--- config.mk ---
export PLATFORM = sky130hd
export DESIGN_NAME = exp7_unidade_controle
export DESIGN_NICKNAME = d
export VERILOG_FILES = /design/src/rtl/exp7_unidade_controle.sv
export SDC_FILE = /design/constraint.sdc
export NUM_CORES = 1
export LEC_CHECK = 0
export BUFFER_PORTS_ARGS = -buffer_cell sky130_fd_sc_hd__clkbuf_2
export CORE_AREA = 2 2 39 41
export CTS_CLUSTER_SIZE = 8
export DETAILED_ROUTE_END_ITERATION = 10
export DIE_AREA = 0 0 41 43
export PLACE_DENSITY = 0.82
export SYNTH_ARGS = -nofsm -noshare
export SYNTH_HDL_FRONTEND = slang
export SYNTH_SLANG_ARGS = --single-unit
--- constraint.sdc ---
create_clock -name clock -period 1.4 [get_ports clock]
set_clock_uncertainty 0.1 [all_clocks]
set_input_delay 0.14 -clock clock [delete_from_list [all_inputs] [get_ports clock]]
set_output_delay 0.14 -clock clock [all_outputs]
set_load 0.02 [all_outputs]
--- src/rtl/exp7_unidade_controle.sv ---
// Moore control unit for the memory-sequence game.
// Drives every control strobe of exp7_fluxo_dados and decodes the end-of-game status.
//
// Ports:
//   clock, reset         system clock, asynchronous active-high reset (forces inicial)
//   iniciar              start/restart request, level-sampled
//   jogada_feita         one-cycle press pulse from the datapath edge detector
//   jogada_correta       RAM data equals registered jogada
//   enderecoIgualRodada  address counter equals round counter
//   fimL                 round counter at its last round
//   timeout              timeout counter terminal count
//   zeraCR/zeraE/contaCR/contaE        round and address counter clears/enables
//   limpaRC/registraRC                 jogada register clear/load
//   zeraLeds/registraLeds/led_selector LED source register control
//   contaT                             timeout counter enable
//   ram_enable                         RAM write enable
//   pronto/ganhou/perdeu/db_timeout    end-of-game status
//   db_estado                          current state code
module exp7_unidade_controle (
  input  logic       clock,
  input  logic       reset,
  input  logic       iniciar,
  input  logic       jogada_feita,
  input  logic       jogada_correta,
  input  logic       enderecoIgualRodada,
  input  logic       fimL,
  input  logic       timeout,
  output logic       zeraCR,
  output logic       zeraE,
  output logic       contaCR,
  output logic       contaE,
  output logic       limpaRC,
  output logic       registraRC,
  output logic       zeraLeds,
  output logic       registraLeds,
  output logic       led_selector,
  output logic       contaT,
  output logic       ram_enable,
  output logic       pronto,
  output logic       ganhou,
  output logic       perdeu,
  output logic       db_timeout,
  output logic [3:0] db_estado
);

  typedef enum logic [3:0] {
    StInicial         = 4'h0,
    StPreparacao      = 4'h1,
    StInicioRodada    = 4'h2,
    StEsperaJogada    = 4'h3,
    StRegistra        = 4'h4,
    StComparacao      = 4'h5,
    StProximaJogada   = 4'h6,
    StUltimaJogada    = 4'h7,
    StEsperaEscrita   = 4'h8,
    StRegistraEscrita = 4'h9,
    StEscreve         = 4'hA,
    StProximaRodada   = 4'hB,
    StFimAcertou      = 4'hC,
    StFimTimeout      = 4'hD,
    StFimErrou        = 4'hE,
    StAvancaEndereco  = 4'hF
  } state_e;

  state_e state_q, state_d;

  always_ff @(posedge clock or posedge reset) begin
    if (reset) begin
      state_q <= StInicial;
    end else begin
      state_q <= state_d;
    end
  end

  always_comb begin
    state_d      = state_q;
    zeraCR       = 1'b0;
    zeraE        = 1'b0;
    contaCR      = 1'b0;
    contaE       = 1'b0;
    limpaRC      = 1'b0;
    registraRC   = 1'b0;
    zeraLeds     = 1'b0;
    registraLeds = 1'b0;
    led_selector = 1'b0;
    contaT       = 1'b0;
    ram_enable   = 1'b0;
    pronto       = 1'b0;
    ganhou       = 1'b0;
    perdeu       = 1'b0;
    db_timeout   = 1'b0;

    case (state_q)
      StInicial: begin
        if (iniciar) state_d = StPreparacao;
      end
      StPreparacao: begin
        zeraCR   = 1'b1;
        zeraE    = 1'b1;
        limpaRC  = 1'b1;
        zeraLeds = 1'b1;
        state_d  = StInicioRodada;
      end
      StInicioRodada: begin
        zeraE   = 1'b1;
        state_d = StEsperaJogada;
      end
      StEsperaJogada: begin
        contaT = 1'b1;
        // A press arriving with the terminal count still counts as a press.
        if (jogada_feita)  state_d = StRegistra;
        else if (timeout)  state_d = StFimTimeout;
      end
      StRegistra: begin
        registraRC = 1'b1;
        state_d    = StComparacao;
      end
      StComparacao: begin
        if (!jogada_correta)          state_d = StFimErrou;
        else if (enderecoIgualRodada) state_d = StUltimaJogada;
        else                          state_d = StProximaJogada;
      end
      StProximaJogada: begin
        contaE  = 1'b1;
        state_d = StEsperaJogada;
      end
      StUltimaJogada: begin
        // Last round is won outright; no new move is written.
        if (fimL) state_d = StFimAcertou;
        else      state_d = StAvancaEndereco;
      end
      StAvancaEndereco: begin
        contaE  = 1'b1;
        state_d = StEsperaEscrita;
      end
      StEsperaEscrita: begin
        contaT = 1'b1;
        if (jogada_feita)  state_d = StRegistraEscrita;
        else if (timeout)  state_d = StFimTimeout;
      end
      StRegistraEscrita: begin
        registraRC = 1'b1;
        state_d    = StEscreve;
      end
      StEscreve: begin
        ram_enable = 1'b1;
        state_d    = StProximaRodada;
      end
      StProximaRodada: begin
        contaCR = 1'b1;
        state_d = StInicioRodada;
      end
      StFimAcertou: begin
        pronto       = 1'b1;
        ganhou       = 1'b1;
        registraLeds = 1'b1;
        led_selector = 1'b1;
        if (iniciar) state_d = StPreparacao;
      end
      StFimTimeout: begin
        pronto       = 1'b1;
        perdeu       = 1'b1;
        db_timeout   = 1'b1;
        registraLeds = 1'b1;
        led_selector = 1'b1;
        if (iniciar) state_d = StPreparacao;
      end
      StFimErrou: begin
        pronto       = 1'b1;
        perdeu       = 1'b1;
        registraLeds = 1'b1;
        led_selector = 1'b1;
        if (iniciar) state_d = StPreparacao;
      end
      default: state_d = StInicial;
    endcase
  end

  assign db_estado = state_q;

endmodule
==> results of run 1 <==
## layout make-up
cell class                      instances  area [sq um]
Clock buffer                            4          26.3
Fill cell                              59           151
Inverter                                2          7.51
Multi-Input combinational cell         61           519
Sequential cell                         4           105
Tap cell                               16          20.0
Timing Repair Buffer                   61           554
## per-stage QoR
stage               std cells  total power [W]
floorplan                  78          0.00154
global route              148          0.00352
CTS                       141          0.00274
global placement          121          0.00190
finish                    148          0.00339
detailed placement        121          0.00194
## worst min path at each step
| stage | endpoint | start | cells after the start |
|---|---|---|---|
| after detailed placement | db_estado[1] | reset | 2 |
| after floorplan | db_estado[1] | reset | 1 |
| final | db_estado[0] | iniciar | 3 |
| after CTS | db_estado[0] | iniciar | 3 |
| after global placement | db_estado[1] | reset | 2 |
| after global routing | db_estado[2] | timeout | 3 |
## routing by layer
layer	vias up	GRT usage	part of all wire
met5	-	0	0
met3	19	0.0419	0.080
met1	411	0.293	0.34
met4	0	0.153	0.067
met2	74	0.416	0.51
li1	373	-	-
## timing repair
item / CTS / global route
gates resized for setup: 38 / 38
pin swaps: 12 / 11
hold buffers: 1 / 0
endpoints found under the setup margin: 18 / 19
buffers inserted: 15 / 7
gates cloned: 0 / 0
endpoints found under the hold margin: 4 / 0
## worst max-delay path, delay by kind of cell, from the launching register on
family,cells,cell delay (ns)
DFF,1,0.47
buffers and inverters,2,0.28
AOI/OAI and AO/OA,1,0.13
and+or+nand+nor,2,0.31
## power by group through the flow
stage	clock network, W	logic, W	registers, W
CTS	0.000165	0.00226	0.000319
finish	0.000175	0.00289	0.000324
detailed placement	0	0.00158	0.000358
floorplan	0	0.00124	0.000298
global route	0.000175	0.00302	0.000330
global placement	0	0.00155	0.000357
## cell usage in the layout, fill, tap and decap left out, drive strengths merged
cell type / instances
xnor2: 1
nand2b: 6
nand4b: 1
a31oi: 1
nand3: 1
buf: 42
a22o: 2
a32oi: 2
a2bb2oi: 1
dlygate4sd3: 1
or2: 1
nor2b: 1
inv: 2
nor2: 14
dfrtp: 4
nand2: 7
o21ai: 6
a21oi: 6
or3: 2
nor3: 3
nor3b: 2
and2b: 1
clkbuf: 22
a21o: 3
## cell families (layout without fill, tap and decap cells)
group                  after synthesis  count (layout)
AND/OR/NAND/NOR                     39              39
AO/OA/AOI/OAI                       21              21
buffers and inverters               13              67
flip-flops                           4               4
XOR/XNOR                             1               1
==> metrics.txt, run 1 <==
Cell Area, Synth=520 sq um; Max Buffers Root-to-Sink=2; Critical Path Fanout Max=8; register bit total from synthesis=4; Overflow after GRT=0; Final Hold Fails=0; initial antenna violation count=0; logic gate share of total power=0.853; final-report setup violation count=19; Cell Int Power=0.00178 W; drt first-iter violations=35; Placement Cell Area=746 sq um; antenna cells=0; Sink Count=4; Critical Path Slowest Stage Cell=dfrtp_2; count of pins over their slew limit=0; CTS tree=built; Worst setup startpoint=db_estado[0]; post-route setup slack=-0.285 ns; CP peak stage delay=0.47 ns; crit start category=flip-flop; worst reg2reg path endpoint=db_estado[2]; adder-cell share of the synthesized area=0; Initial Util=0.376; global-route wire length before repair=3.11 mm; static leakage=0.588 nW; sequential area share after synthesis=0.192; number of port buffers=26; final setup TNS=-3.27 ns; post-route cell area=1230 sq um; largest family of logic cells by synthesized area=simple AND/OR/NAND/NOR gates; net switching power=0.00161 W; Final ANT Viol Nets=0; worst-margin pin slew=0.266 ns; Net Sw Frac=0.474; 1st-pass router iterations=4; FMAX=0.593 GHz; Final Util=0.891; Routed WL=2.66 mm; number of synthesized flops with an enable pin=0; fin crit period=1.69 ns; RSZ-0062 raised after global routing=true; Worst Setup EP=contaT; most numerous cell in the Yosys netlist=nor2_1; pre-CTS WS=-0.0450 ns; boundary pin count=27; Yosys cell types=26; WHS=0.175 ns; syn_nets=86; largest area contributor in the netlist=dfrtp_1; crit end category=output pin; status=complete, but fails checks; Flop pwr share=0.096; mux cell area share after synthesis=0; largest net degree at the start of global routing=9; GP Congestion=0.834; Avg WL per Cell=18.0 um; Power Dens Cells=2750 nW/um^2; crit-path cells=and2b_2, buf_4, a21oi_4, nor2_2, buf_6; Final period util=1.20; max_slew headroom=0.823; post-DP HPWL=1.17 mm; layout cells sized above 1=0.727; Die ar.=1760 sq um; r2r startpoint=db_estado[0]; Worst VDD drop=0.00214 V; Hold Path Class=in -> reg; CTS Buf Count=3; Worst R2R Path Depth=6; number of cell rows=14; Cells after Synth=78; Synth Area in Compound Gates=0.262; Synth Flop Type=dfrtp_1; top-area cell type share of the netlist area=0.192; vias per inst=5.93; YS warnings=0; vias=877; required time of the critical path=1.16 ns; Nets=141; core box area=1380 sq um; H-tree level count=1; Synth Area in Simple Gates=0.373; clock-pin slew on the worst setup and hold paths=0.05 ns; clk_lat worst skew=0.25 ns; WP data arrival=1.45 ns; Synth Area per Inst=6.67 sq um; Setup Crit Path Kind=reg -> out; failing checks=setup timing; post-synthesis xor/xnor area fraction=0.0168; total of max-cap violations=0; synth top area cells=dfrtp_1, nor2_1, buf_4; Async S/R FF share, synth=1.00; root buf cell=clkbuf_4; power share of the clock group=0.052; Die H=43 um; vias in the first global route=735; Die W=41 um; residual DRC count=0; max FFs per register=4; reg2reg setup slack=-0.12 ns; area grow syn2layout=137%; Synth top cells by count=nor2_1, nand2_1, nand2b_1; GRT Util Overall=0.256
Power figures use the tool's default switching activity.
==> inputs of run 2 (changes only) <==
==> config.mk (replaced) <==
export PLATFORM = sky130hd
export DESIGN_NAME = exp7_unidade_controle
export DESIGN_NICKNAME = d
export VERILOG_FILES = /design/src/rtl/exp7_unidade_controle.sv
export SDC_FILE = /design/constraint.sdc
export NUM_CORES = 1
export LEC_CHECK = 0
export BUFFER_PORTS_ARGS = -buffer_cell sky130_fd_sc_hd__buf_2
export CORE_MARGIN = 2
export CORE_UTILIZATION = 35
export CTS_CLUSTER_SIZE = 8
export DETAILED_ROUTE_END_ITERATION = 10
export PLACE_DENSITY = 0.75
export SYNTH_ARGS = -nofsm -noshare
export SYNTH_HDL_FRONTEND = slang
export SYNTH_SLANG_ARGS = --single-unit
==> run 2 against run 1 <==
The run still ends with setup timing left. Via count down 10%. Die area up 2.8%. Core utilization shrank 7.4 points. Critical path depth is 2 lower. Total power fell by 9.2%. Non-clock buffer count decreased by 11. Setup slack better by 0.074 ns. Sequential power decreased by 7.1%. Largest cell class is now multi-input combinational cells. Highest routed layer unchanged.
==> metrics.txt, run 2 (synthesis gave the netlist of run 1 again) <==
status=complete, but fails checks; failing checks=setup timing; filler instances=84 (+42%); Die ar.=1810 sq um (+2.8%); post-route cell area=1100 sq um (-11%); Tot Pwr=0.00308 W (-9.2%); clock-pin slew on the worst setup and hold paths=0.06 ns (about the same); root buf cell=clkbuf_4; Setup Crit Path Kind=reg -> out; crit-path cells=and2b_2, nor3b_4, buf_4; crit start category=flip-flop; WP data arrival=1.37 ns (-0.08 ns); vias=786 (-10%); Critical Path Slowest Stage Cell=dfrtp_2; number of port buffers=26 (unchanged); Initial Util=0.386 (+0.00941); clk_lat worst skew=0.26 ns (about the same); Die H=42.6 um (-1.0%); count of pins over their slew limit=0 (unchanged); RSZ-0062 raised after global routing=true; Flop pwr share=0.098 (+0.002); post-route setup slack=-0.212 ns (+0.0738 ns); drt first-iter violations=23 (-34%); crit end category=output pin; area grow syn2layout=112%; Overflow after GRT=0 (unchanged); CTS tree=built; fin crit period=1.61 ns (-0.0738 ns); vias per inst=5.78 (-2.5%); final setup TNS=-2.24 ns (+1.04 ns); WHS=0.154 ns (-0.0208 ns); commonest non-fill, non-tap cell in the layout=buf_4; Cell Int Power=0.00164 W (-8.1%); layout cells sized above 1=0.645 (-0.0826); Final period util=1.15 (-0.0527); GP Congestion=0.896 (+7.5%); Critical Path Fanout Max=7 (-1); static leakage=0.520 nW (-12%); Worst VDD drop=0.00168 V (-21%); Final Util=0.816 (-0.0741); power share of the clock group=0.058 (+0.006); Avg WL per Cell=16.9 um (-5.9%); global-route wire length before repair=3.37 mm (+8.4%); post-DP HPWL=1.11 mm (-5.1%); CTS Buf Count=3 (unchanged); total of max-cap violations=0 (unchanged); Routed WL=2.30 mm (-13%); logic gate share of total power=0.844 (-0.009); core box area=1350 sq um (-2.4%); Final Hold Fails=0 (unchanged); boundary pin count=27 (unchanged); initial antenna violation count=0 (unchanged); required time of the critical path=1.16 ns (about the same); reg2reg setup slack=-0.09 ns (+0.03 ns); largest net degree at the start of global routing=10 (+1); Placement Cell Area=719 sq um (-3.5%); commonest cells after routing, fill and taps aside=buf_4, buf_6, buf_2; number of cell rows=13 (-1); net switching power=0.00144 W (-10%); max_slew headroom=0.796 (-0.0265); final-report setup violation count=17 (-2); vias in the first global route=720 (-2.0%); max FFs per register=4 (unchanged); Final ANT Viol Nets=0 (unchanged); 1st-pass router iterations=6 (+2); Power Dens Cells=2790 nW/um^2 (+1.5%); Nets=130 (-7.8%); Die W=42.6 um (+3.8%); Sink Count=4 (unchanged); Net Sw Frac=0.468 (-0.00610); worst-margin pin slew=0.305 ns (+0.0389 ns); H-tree level count=1 (unchanged); antenna cells=0 (unchanged); GRT Util Overall=0.251 (-0.00494); CP peak stage delay=0.44 ns (-0.03 ns); residual DRC count=0 (unchanged); Max Buffers Root-to-Sink=2 (unchanged); FMAX=0.621 GHz (+4.6%); Hold Path Class=in -> reg
-- run 2: what timing repair did --
action / CTS / global route
pin swaps: 10 / 5
endpoints found under the setup margin: 16 / 21
buffers inserted: 12 / 4
endpoints found under the hold margin: 4 / 0
cloned: 1 / 0
hold buffers: 1 / 0
resized for setup: 42 / 17
-- run 2: area by class of cell --
cell class | count | area, sq um | share of cell area
well taps | 15 | 18.8 | 0.0170
multi-input cells | 61 | 483 | 0.438
flip-flops and latches | 4 | 105 | 0.0953
clock buffers | 4 | 26.3 | 0.0238
repair buffers | 50 | 462 | 0.419
inverters | 2 | 7.51 | 0.00681
-- run 2: final timing paths --
check,startpoint,end,cells past startpoint
min in group asynchronous,reset,db_estado[2],3
min reg2reg,db_estado[3],db_estado[3],2
min,timeout,db_estado[2],3
max reg2reg,db_estado[2],db_estado[0],5
max,db_estado[3],zeraCR,3
max in group asynchronous,reset,db_estado[0],3
-- run 2: worst max-delay path, delay by kind of cell (launching register included) --
family	cells	cell delay, ns
buf+inv	1	0.17
simple gates	2	0.49
flops	1	0.44
-- run 2: through the flow --
| step | worst slack, ns | std cells |
|---|---|---|
| 2_1_floorplan | -0.0860 | 78 |
| 3_3_place_gp | 0.0502 | 115 |
| 3_5_place_dp | 0.0101 | 115 |
| 4_1_cts | -0.180 | 133 |
| 5_1_grt | -0.267 | 136 |
| 6_report | -0.212 | 136 |
-- run 2: routing by layer --
| layer | part of all wire | global-route usage |
|---|---|---|
| met2 | 0.52 | 0.458 |
| met3 | 0.082 | 0.0603 |
| met5 | 0 | 0 |
| met1 | 0.35 | 0.279 |
| met4 | 0.047 | 0.0875 |
-- run 2: power by group through the flow --
| stage | sequential [W] | combinational [W] | clock, W |
|---|---|---|---|
| final | 0.000301 | 0.00260 | 0.000179 |
| after global routing | 0.000315 | 0.00275 | 0.000185 |
| after CTS | 0.000287 | 0.00235 | 0.000178 |
| after detailed placement | 0.000295 | 0.00160 | 0 |
| after global placement | 0.000292 | 0.00157 | 0 |
| after floorplan | 0.000298 | 0.00124 | 0 |
